`config.mk`:
```
export PLATFORM = sky130hd
export DESIGN_NAME = junction_phase_scheduler
export DESIGN_NICKNAME = d
export VERILOG_FILES = /design/src/rtl/junction_pkg.sv /design/src/rtl/rr_pick.sv /design/src/rtl/junction_phase_scheduler.sv
export SDC_FILE = /design/constraint.sdc
export NUM_CORES = 1
export LEC_CHECK = 0
export BUFFER_PORTS_ARGS = -buffer_cell sky130_fd_sc_hd__buf_2
export CAP_MARGIN = 20
export CELL_PAD_IN_SITES_DETAIL_PLACEMENT = 1
export CELL_PAD_IN_SITES_GLOBAL_PLACEMENT = 1
export CORE_MARGIN = 2
export CORE_UTILIZATION = 30
export DETAILED_ROUTE_END_ITERATION = 7
export PLACE_DENSITY_LB_ADDON = 0.05
export SLEW_MARGIN = 20
export SYNTH_ARGS = -nofsm -noshare
export SYNTH_HDL_FRONTEND = slang
export SYNTH_SLANG_ARGS = --single-unit
```
`constraint.sdc`:
```
create_clock -name clk -period 8.1 [get_ports clk]
set_clock_uncertainty 0.1 [all_clocks]
set_input_delay 0.405 -clock clk [delete_from_list [all_inputs] [get_ports clk]]
set_output_delay 0.405 -clock clk [all_outputs]
set_load 0.03 [all_outputs]
```
`src/rtl/junction_pkg.sv`:
```
// Shared types and default timing for the junction phase scheduler.
package junction_pkg;

  typedef enum logic [1:0] {
    ALLRED = 2'd0,
    GREEN  = 2'd1,
    YELLOW = 2'd2
  } state_t;

  typedef logic [1:0] approach_t;

  localparam int DEF_MIN_GREEN = 3;
  localparam int DEF_MAX_GREEN = 6;
  localparam int DEF_YELLOW_T  = 2;
  localparam int DEF_ALLRED_T  = 1;

  function automatic int max_of(input int a, input int b);
    return (a > b) ? a : b;
  endfunction

endpackage

```
`src/rtl/rr_pick.sv`:
```
// Round-robin next-grant search: first pending approach starting at phase+1.
module rr_pick
  import junction_pkg::*;
(
  input  logic [3:0] pending,
  input  approach_t  phase,
  output approach_t  grant,
  output logic       valid
);

  approach_t cand;

  // grant is meaningful only while valid=1; valid=1 exactly when any pending bit is set.
  always_comb begin
    grant = phase;
    valid = 1'b0;
    cand  = phase;
    // Scan from farthest to nearest so the nearest hit overwrites the rest.
    for (int k = 4; k >= 1; k--) begin
      cand = phase + 2'(k);
      if (pending[cand]) begin
        grant = cand;
        valid = 1'b1;
      end
    end
  end

endmodule

```
`src/rtl/junction_phase_scheduler.sv`:
```
// Four-approach traffic phase scheduler (ALLRED/GREEN/YELLOW) with round-robin grants.
// Optional emergency preemption is enabled by defining PREEMPT_EN.
module junction_phase_scheduler
  import junction_pkg::*;
#(
  parameter int MIN_GREEN = DEF_MIN_GREEN,
  parameter int MAX_GREEN = DEF_MAX_GREEN,
  parameter int YELLOW_T  = DEF_YELLOW_T,
  parameter int ALLRED_T  = DEF_ALLRED_T
) (
  input  logic       clk,
  input  logic       rst,
  input  logic       tick,
  input  logic [3:0] req,
`ifdef PREEMPT_EN
  input  logic       preempt,
  input  approach_t  preempt_id,
`endif
  output logic [3:0] green,
  output logic [3:0] yellow,
  output logic [3:0] red,
  output approach_t  phase,
  output logic [3:0] pending,
  output state_t     dbg_state
);

  localparam int TW = $clog2(max_of(max_of(MIN_GREEN, MAX_GREEN),
                                    max_of(YELLOW_T, ALLRED_T)) + 1);
  localparam logic [TW-1:0] T_MIN    = TW'(MIN_GREEN);
  localparam logic [TW-1:0] T_MAX    = TW'(MAX_GREEN);
  localparam logic [TW-1:0] T_YELLOW = TW'(YELLOW_T);
  localparam logic [TW-1:0] T_ALLRED = TW'(ALLRED_T);

  state_t        state, state_n;
  approach_t     phase_n;
  logic [TW-1:0] timer;
  logic          granting;
  logic [3:0]    grant_mask, other;
  logic [3:0]    green_n, yellow_n, red_n;
  approach_t     pick_idx;
  logic          pick_valid;
  logic          max_out, gap_out;
  logic          pre_on;
  approach_t     pre_id;

`ifdef PREEMPT_EN
  assign pre_on = preempt;
  assign pre_id = preempt_id;
`else
  assign pre_on = 1'b0;
  assign pre_id = 2'd0;
`endif

  rr_pick u_rr_pick (
    .pending (pending),
    .phase   (phase),
    .grant   (pick_idx),
    .valid   (pick_valid)
  );

  assign other      = pending & ~(4'b0001 << phase);
  assign max_out    = (timer >= T_MAX);
  assign gap_out    = (timer >= T_MIN) && !req[phase];
  assign grant_mask = granting ? (4'b0001 << phase_n) : 4'b0000;
  assign dbg_state  = state;

  always_comb begin
    state_n  = state;
    phase_n  = phase;
    granting = 1'b0;
    case (state)
      ALLRED: begin
        if (timer >= T_ALLRED) begin
          if (pre_on) begin
            state_n  = GREEN;
            phase_n  = pre_id;
            granting = 1'b1;
          end else if (pick_valid) begin
            state_n  = GREEN;
            phase_n  = pick_idx;
            granting = 1'b1;
          end
        end
      end
      GREEN: begin
        // Preemption cuts a foreign green short but holds the preempting approach.
        if (pre_on) begin
          if (pre_id != phase) state_n = YELLOW;
        end else if ((other != 4'b0000) && (max_out || gap_out)) begin
          state_n = YELLOW;
        end
      end
      YELLOW: begin
        if (timer >= T_YELLOW) state_n = ALLRED;
      end
      default: state_n = ALLRED;
    endcase
  end

  // Lamps decode the registered state, so they trail each state change by one cycle.
  always_comb begin
    green_n  = 4'b0000;
    yellow_n = 4'b0000;
    red_n    = 4'b1111;
    if (state == GREEN) begin
      green_n[phase] = 1'b1;
      red_n[phase]   = 1'b0;
    end else if (state == YELLOW) begin
      yellow_n[phase] = 1'b1;
      red_n[phase]    = 1'b0;
    end
  end

  always_ff @(posedge clk or posedge rst) begin
    if (rst) begin
      state   <= ALLRED;
      timer   <= '0;
      phase   <= 2'd3;
      pending <= 4'b0000;
      green   <= 4'b0000;
      yellow  <= 4'b0000;
      red     <= 4'b1111;
    end else begin
      state   <= state_n;
      phase   <= phase_n;
      pending <= (pending | req) & ~grant_mask;
      if (state_n != state) begin
        timer <= '0;
      end else if (tick && (timer != '1)) begin
        timer <= timer + 1'b1;
      end
      green   <= green_n;
      yellow  <= yellow_n;
      red     <= red_n;
    end
  end

endmodule

```
; ---- Word-level counts from Yosys, hierarchy flattened
; Cells that the tools add are included.
[op_classes]
eq_ne = 4
reduce_logical = 9
n_mux = 38
shifts = 2
order_cmp = 9
bitwise_logic = 6
addsub = 4
[op_table]
columns = cell, count
row1 = $mux 4, 6
row2 = $mux 2, 10
row3 = $mux 1, 13
row4 = $lt 2x3->1 const B, 4
row5 = $not 4->4, 3
row6 = $bmux 1 s2, 5
row7 = $and 4x4->4, 2
row8 = $shl 1x2->4 const A, 2
row9 = $ge 3x2->1 const B, 2
row10 = $mux 3, 2
row11 = $pmux 2 s3, 1
row12 = $add 2x2->2 const B, 2
row13 = $logic_and 1x1->1, 4
row14 = $or 4x4->4, 1
row15 = $reduce_bool 4->1, 1
row16 = $add 3x1->3 const B, 1
row17 = $ge 3x1->1 const B, 1
row18 = $ge 3x3->1 const B, 1
row19 = $ne 3x3->1 const B, 1
row20 = $add 2x1->2 const B, 1
row21 = $demux 1 s2, 1
row22 = $eq 2x1->1 const B, 1
row23 = $eq 2x2->1 const B, 1
row24 = $ge 2x1->1 const B, 1
row25 = 5 further kinds, 5
[word_totals]
regBits = 23
word_cells = 79
input_bits = 7
output_inout_bits = 20

; ---- Longest topological paths before layout
; Gate-level depths: netlist of run 1.
[logic_depth]
ltp_word = 13
mapped_depth = 8
mapped_depth_nobuf = 7

; ---- Modules after synthesis
; A second synthesis of run 1 with hierarchy kept.
[hier_totals]
cells_unflattened = 106
hier_area_um2 = 1153.6
[modules_own_cells]
columns = mod, seq_area_each_um2, cells_each, area_each_um2, n_inst
row1 = junction_phase_scheduler, 583.1, 92, 1071.0, 1
row2 = rr_pick, 0.0, 14, 82.6, 1

; ---- Worst setup path after synthesis of run 1
; No wires, ideal clock.
[synth_timing]
kind = register to register
from = register phase[0]
to = register pending[0]
synth_period_minus_slack_ns = 2.753
t_required_ns = 7.874
n_path_buf = 1
setup_time_ns = 0.126
arrival_ns = 2.527
path_slack_ns = 5.347
stages_incl_launch_ff = 8
path_cell_list = dfstp_2 > buf_6 > inv_1 > ha_1 > mux4_1 > a211oi_1 > nor2_1 > o32a_1
[synth_via]
elab_chain_cells = 13
elab_cells_between_ends = 28
cone_classes = add/sub: 3 / shift: 1 / mux: 22 / bitwise: 2
[synth_rtl]
columns = item, line_no
row1 = start: declaration, junction_phase_scheduler.sv:22  ; output approach_t phase,
row2 = start signal: assignment, junction_phase_scheduler.sv:125  ; phase <= phase_n;
row3 = $add 2x2->2 or $bmux 1 s2 (tied branches), "rr_pick.sv:20, rr_pick.sv:21"
row4 = $bmux 1 s2 or $mux 1 (tied branches), rr_pick.sv:21  ; if (pending[cand]) begin
row5 = $mux 1 (implied by the code), rr_pick.sv:21
row6 = $mux 2 or $mux 1 (tied branches) (3 in series), rr_pick.sv:21
row7 = $mux 2, junction_phase_scheduler.sv:78  ; end else if (pick_valid) begin
row8 = $mux 2, junction_phase_scheduler.sv:73  ; if (timer >= T_ALLRED) begin
row9 = $mux 2, junction_phase_scheduler.sv:71  ; case (state)
row10 = $shl 1x2->4, junction_phase_scheduler.sv:64  ; assign grant_mask = granting ? (4'b0001 << phase_n) : 4'b0000;
row11 = $mux 4 *, junction_phase_scheduler.sv:64
row12 = $not 4->4 *, junction_phase_scheduler.sv:126  ; pending <= (pending | req) & ~grant_mask;
row13 = $and 4x4->4 *, junction_phase_scheduler.sv:126
row14 = end signal: assignment, junction_phase_scheduler.sv:126
row15 = end: declaration, junction_phase_scheduler.sv:23  ; output logic [3:0] pending,
; Mark *: on every way between the ends. The rest lies on a longest branch, timed or not. The select of a mux whose other input is x is not followed.
; A chain may end at the register's enable or synchronous reset.

; ---- Worst setup path after layout of run 1
[layout_timing]
from = register phase[0]
to = register pending[1]
; Same word-level chain as after synthesis.

==> results of run 1 <==
==> path summary, 6_finish.rpt <==
kind	depth (start not counted)	end	slack, ns
worst max-delay path	6	pending[1]	5.11
worst min-delay path	2	yellow[3]	0.22
worst max register to register	6	pending[1]	5.11
worst min register to register	2	timer[0]	0.56
max in group asynchronous	2	timer[1]	7.13
min in group clk	2	pending[0]	0.29
==> metal layers <==
layer	GRT usage [%]	vias to the layer above	part of all wire, %
met4	5.25	0	1.2
met2	23.6	18	47
met5	0	-	0
met3	2.44	4	3.3
met1	18.1	459	48
li1	-	438	-
==> cell usage after synthesis (2+ instances only) <==
cell type  count  share of area (%)
a211oi_1       2                1.2
and2_1         6                3.0
dfrtp_1       17                 34
dfstp_2        6                 13
ha_1           9                9.0
inv_1         11                3.3
mux2_2         3                2.7
mux2i_1        2                1.6
mux4_1         3                6.3
nor2_1        14                4.2
nor2b_1        3                1.5
nor4_1         3                1.5
o21ai_0        3                1.2
o22ai_1        2                1.0
o32a_1         2                1.6
xnor2_1        4                2.8
==> metrics by stage <==
stage               utilization [%]  area, um^2  cells
finish                         36.8        1470    185
global route                   36.8        1470    185
CTS                            36.8        1470    185
detailed placement             35.6        1430    181
global placement               35.6        1430    181
floorplan                         -        1250    107
==> power breakdown <==
group | switching [mW] | internal, mW
registers | 0.0493 | 0.163
clock network | 0.0385 | 0.0344
logic | 0.193 | 0.126
==> layout make-up <==
cell class	count	share of cell area, %
multi-input cells	71	41.3
flip-flops and latches	23	39.6
repair buffers	26	8.84
well taps	50	4.25
clock buffers	3	2.81
inverters	11	2.81
clock inverters	1	0.340
==> critical path: stages (launching register included) <==
cell and delay (ns):
dfstp_2 0.73, inv_1 0.15, ha_1 0.41, mux4_1 0.65, a211oi_1 0.33, nor2_1 0.16
o32a_1 0.35
==> logic make-up (layout without fill, tap and decap cells) <==
| logic type | after synthesis | in the layout |
|---|---|---|
| muxes | 9 | 9 |
| AOI/OAI and AO/OA | 17 | 17 |
| adders and majority gates | 9 | 9 |
| xor gates and xnor gates | 4 | 4 |
| DFF | 23 | 23 |
| buffers and inverters | 13 | 41 |
| and+or+nand+nor | 32 | 32 |
==> state kept, by name, indices dropped and copies added, names as in the netlist <==
signal and flops:
phase 2, pending 4, dbg_state 2, red 4, timer 3, yellow 4
green 4
==> summary.md, run 1 <==
| Metric | Value |
|---|---|
| Status | complete, no violations |
| Post-Syn Nets | 123 |
| CTS Root Cell | clkbuf_8 |
| Share of layout cells above drive strength 1 | 31.9% |
| Relative slew slack | 40.2% |
| Synthesized area per cell | 11.7 um^2 |
| TritonCTS clock tree | built |
| WS Path Type | reg -> reg |
| Placer congestion estimate | 0.796 |
| Syn Std Cell Area | 1250 um^2 |
| RSZ-0062 raised after global routing | false |
| Vias in the first global route | 948 |
| Die Footprint | 4690 um^2 |
| CP startpoint | phase[0] |
| Detailed-route vias per instance | 4.97 |
| H-tree depth | 1 |
| Critical Path Sink Type | register |
| Yosys reg bits | 23 |
| # DRC | 0 |
| Iteration-0 DRC Markers | 14 |
| RR Startpoint | phase[0] |
| Port bufs | 26 |
| Syn Inst Count | 107 |
| Die W | 68.5 um |
| Via count | 919 |
| XOR/XNOR Fraction of Synth Area | 2.81% |
| Commonest non-fill, non-tap cell in the layout | buf_2 |
| Clock transition at path regs | 0.09 ns |
| Hold Slack | 0.220 ns |
| First-pass GRT wire length | 4730 um |
| Initial antenna violation count | 0 |
| Hold Vio Cnt, Final | 0 |
| Hpwl dp | 2140 um |
| Final Setup Violations | 0 |
| Arrival @ worst endpoint | 3.04 ns |
| Core region area | 4000 um^2 |
| Global route total overflow | 0 |
| Setup Fix Bufs, Post-CTS | 0 |
| Ys async rst share | 100% |
| Mux share of post-synthesis cell area | 12.4% |
| Post-synth EDFFs | 0 |
| Flip-flop and latch area | 583 um^2 |
| Final ANT Viol Nets | 0 |
| Cell Pwr Density | 411 nW/um^2 |
| Post-synthesis compound-gate area fraction | 10.9% |
| Post-synthesis simple-gate area fraction | 13.5% |
| Final Routed Wirelength | 2850 um |
| Number of buffers created by CTS | 3 |
| Fin. max-slew vios | 0 |
| Setup TNS | 0 ns |
| Final net count | 152 |
| Post-cts sizing count | 0 |
| # rows | 23 |
| Critical-path maximum fanout | 13 |
| Post-layout min period | 2.99 ns |
| Worst skew pair latency | 0.27 ns |
| Top_reg_cell synth | dfrtp_1 |
| Max_cap viols | 0 |
| Static Leakage | 0.694 nW |
| Data required, critical path | 8.16 ns |
| Place WS | 5.15 ns |
| Avg WL per Cell | 15.4 um |
| Worst slew pin tran | 0.896 ns |
| Sequential-to-total area share from yosys stat | 46.7% |
| Yosys cell types | 33 |
| # fillers | 461 |
| Largest family of logic cells by synthesized area | simple AND/OR/NAND/NOR gates |
| Multi-input logic area | 608 um^2 |
| Setup crit start kind | register |
| Number of hold buffers added after cts | 0 |
| Number of diodes | 0 |
| Largest net degree at the start of global routing | 24 |
| VDD IR max | 132 uV |
| Power, Total | 604 uW |
| Die H | 68.5 um |
| Adder-Cell Fraction of Synth Area | 9.02% |
| Tot GR Track Use | 14.1% |
| Max Freq | 335 MHz |
| Final Cycle Share | 36.9% |
| Most frequent cells in the layout | buf_2 (26), dfrtp_1 (17), nor2_1 (14), inv_1 (11), ha_1 (9) |
| Hold crit path type | in -> async |
| First-pass DRT Iterations | 4 |
| Layout area overhead | 17.8% |
| Initial core utilization | 31.2% |
| Synth Warn # | 0 |
| Post-route setup slack | 5.11 ns |
| CTS sink cnt | 23 |
| Max Root-Sink Buffers | 2 |
| Top Ports | 27 |
(Power assumes the default switching activity.)
==> run 2: changes to the inputs <==
- clock period: 8.1 -> 2.9 ns (I/O delays scaled with it)
==> summary.md, run 2 (synthesized netlist as in run 1, its figures left out) <==
| Metric | Value |
|---|---|
| Status | complete, no violations (unchanged) |
| First-pass DRT Iterations | 4 (unchanged) |
| Reg-to-Reg End | pending[2] (was pending[1]) |
| Most frequent cells in the layout | buf_2 (26), dfrtp_1 (17), nor2_1 (14), inv_1 (11), ha_1 (9) (unchanged) |
| CTS sink cnt | 23 (unchanged) |
| Final Routed Wirelength | 2880 um (was 2850 um) |
| Critical path's top delay family | multiplexers (was flip-flops) |
| Grt met1 use | 19.1% (was 18.1%) |
| Placer congestion estimate | 0.799 (was 0.796) |
| Share of power burned in registers | 32.9% (was 35.1%) |
| Critical Path Sink Type | register (unchanged) |
| Final Cycle Share | 93.7% (was 36.9%) |
| Hpwl dp | 2150 um (was 2140 um) |
| Commonest non-fill, non-tap cell in the layout | buf_2 (unchanged) |
| Slowest stage delay, CP | 0.66 ns (was 0.73 ns) |
| Avg WL per Cell | 15.4 um (about the same) |
| Relative slew slack | 41.3% (was 40.2%) |
| Via count | 928 (was 919) |
| Vias in the first global route | 966 (was 948) |
| Final Setup Violations | 0 (unchanged) |
| Max_cap viols | 0 (unchanged) |
| Tot GR Track Use | 13.9% (was 14.1%) |
| Clock network power share | 11.7% (was 12.1%) |
| Setup Fix Bufs, Post-CTS | 0 (unchanged) |
| Final net count | 154 (was 152) |
| # rows | 23 (unchanged) |
| Cell Pwr Density | 1140 nW/um^2 (was 411 nW/um^2) |
| CTS Root Cell | clkbuf_8 (unchanged) |
| Power share of the combinational group | 55.3% (was 52.8%) |
| Initial core utilization | 31.2% (unchanged) |
| Setup TNS | 0 ns (unchanged) |
| Slowest library cell on the worst path | mux4_1 (was dfstp_2) |
| Initial antenna violation count | 0 (unchanged) |
| Hold crit path type | in -> reg (was in -> async) |
| Psw | 794 uW (was 281 uW) |
| Met2 GRT Util | 22.6% (was 23.6%) |
| H-tree depth | 1 (unchanged) |
| First-pass GRT wire length | 4820 um (was 4730 um) |
| Place WS | 0.100 ns (was 5.15 ns) |
| Iteration-0 DRC Markers | 15 (was 14) |
| Hold Vio Cnt, Final | 0 (unchanged) |
| Setup crit start kind | register (unchanged) |
| Worst skew pair latency | 0.26 ns (was 0.27 ns) |
| Data required, critical path | 2.95 ns (was 8.16 ns) |
| Max Root-Sink Buffers | 2 (unchanged) |
| Worst slew pin tran | 0.880 ns (was 0.896 ns) |
| TritonCTS clock tree | built (unchanged) |
| RSZ-0062 raised after global routing | false (unchanged) |
| Worst hold path depth | 2 |
| Port bufs | 26 (unchanged) |
| Largest net degree at the start of global routing | 24 (unchanged) |
| CP cell instances | inv_1, ha_1, mux4_1, o21ai_2, xnor2_1, o41a_1 (was inv_1, ha_1, mux4_1, a211oi_1, nor2_1, o32a_1) |
| Core region area | 4000 um^2 (unchanged) |
| Layout area overhead | 19.6% (was 17.8%) |
| Post-route setup slack | 0.183 ns (was 5.11 ns) |
| Sw Share | 46.5% (was 46.6%) |
| # DRC | 0 (unchanged) |
| Number of buffers created by CTS | 3 (unchanged) |
| Global route total overflow | 0 (unchanged) |
| Fin. max-slew vios | 0 (unchanged) |
| Post-layout min period | 2.72 ns (was 2.99 ns) |
| Reg2Reg Setup Slack | 0.18 ns (was 5.11 ns) |
| Met3 usage | 3.41% (was 2.44%) |
| Die Footprint | 4690 um^2 (unchanged) |
| Int Power | 912 uW (was 323 uW) |
| Arrival @ worst endpoint | 2.76 ns (was 3.04 ns) |
| VDD IR max | 435 uV (was 132 uV) |
| RR Startpoint | phase[1] (was phase[0]) |
| CP Buf/Inv Count | 1 (unchanged) |
| Max Freq | 368 MHz (was 335 MHz) |
| Detailed-route vias per instance | 4.96 (was 4.97) |
| Final ANT Viol Nets | 0 (unchanged) |
| Share of layout cells above drive strength 1 | 32.8% (was 31.9%) |
| Die W | 68.5 um (unchanged) |
| GR peak layer | met2 (unchanged) |
| Number of diodes | 0 (unchanged) |
| Critical-path maximum fanout | 9 (was 13) |
| Clock transition at path regs | 0.08 ns (was 0.09 ns) |
| R2r worst-path depth | 6 (unchanged) |
| WS Path Type | reg -> reg (unchanged) |
| Die H | 68.5 um (unchanged) |
| Hold Path End | pending[1] |
| Min-delay src | req[1] |
| Top Ports | 27 (unchanged) |
| Static Leakage | 0.704 nW (was 0.694 nW) |
-- run 2: changes by cell type in the layout (fill, tap and decap cells not counted) --
cell	previous run	this run
a211oi_1	2	1
buf_4	0	1
dlygate4sd3_1	0	1
a211oi_2	0	1
-- run 2: worst reg2reg max path, delay by kind of cell (launching register included) --
kind,cells,cell delay [ns]
xor gates and xnor gates,1,0.13
adders and majority gates,1,0.39
muxes,1,0.66
AOI/OAI and AO/OA,2,0.59
DFF,1,0.65
buffers and inverters,1,0.09
-- run 2: area by class of cell --
| class | instances | area [um^2] |
|---|---|---|
| multi-input combinational | 71 | 613 |
| clock inverter | 1 | 5.00 |
| inverter | 11 | 41.3 |
| fill | 453 | 2510 |
| sequential | 23 | 583 |
| timing repair buffer | 28 | 148 |
| tap | 50 | 62.6 |
| clock buffer | 3 | 41.3 |
-- run 2: timing repair --
action	4_1_cts	5_1_grt
hold buffers	1	0
hold endpoints to repair	17	0
gates resized for setup	0	1
setup endpoints to repair	0	2
-- run 2: routing by layer --
metal	wire length, um	share of wire (%)	vias to the layer above
met4	0	0	0
li1	-	-	439
met3	153	5.3	0
met5	0	0	-
met2	1400	49	29
met1	1320	46	460
-- run 2: stage by stage --
stage | area [um^2] | instances | hold slack, ns | power, mW | utilization [%]
global placement | 1430 | 182 | 0.267 | 1.50 | 35.8
global route | 1490 | 187 | 0.0306 | 1.86 | 37.3
detailed placement | 1430 | 182 | 0.272 | 1.52 | 35.8
finish | 1490 | 187 | 0.0243 | 1.71 | 37.3
floorplan | 1250 | 107 | 0.0425 | 1.26 | -
CTS | 1490 | 187 | 0.0181 | 1.73 | 37.2
-- run 2: worst max-delay path by stage --
stage	from	end	slack, ns	depth (start not counted)
after floorplan	phase[0]	pending[0]	0.15	7
after global placement	phase[1]	pending[1]	0.24	6
after detailed placement	phase[1]	pending[0]	0.10	6
after CTS	phase[1]	pending[0]	0.08	6
after global routing	phase[1]	pending[0]	0.05	6
final	phase[1]	pending[2]	0.18	6
-- run 2: power groups by stage --
stage               sequential (mW)  clock [mW]  combinational (mW)
floorplan                     0.725           0               0.539
global placement              0.561           0               0.938
global route                  0.584       0.222                1.05
detailed placement            0.570           0               0.947
CTS                           0.564       0.210               0.953
finish                        0.562       0.200               0.944
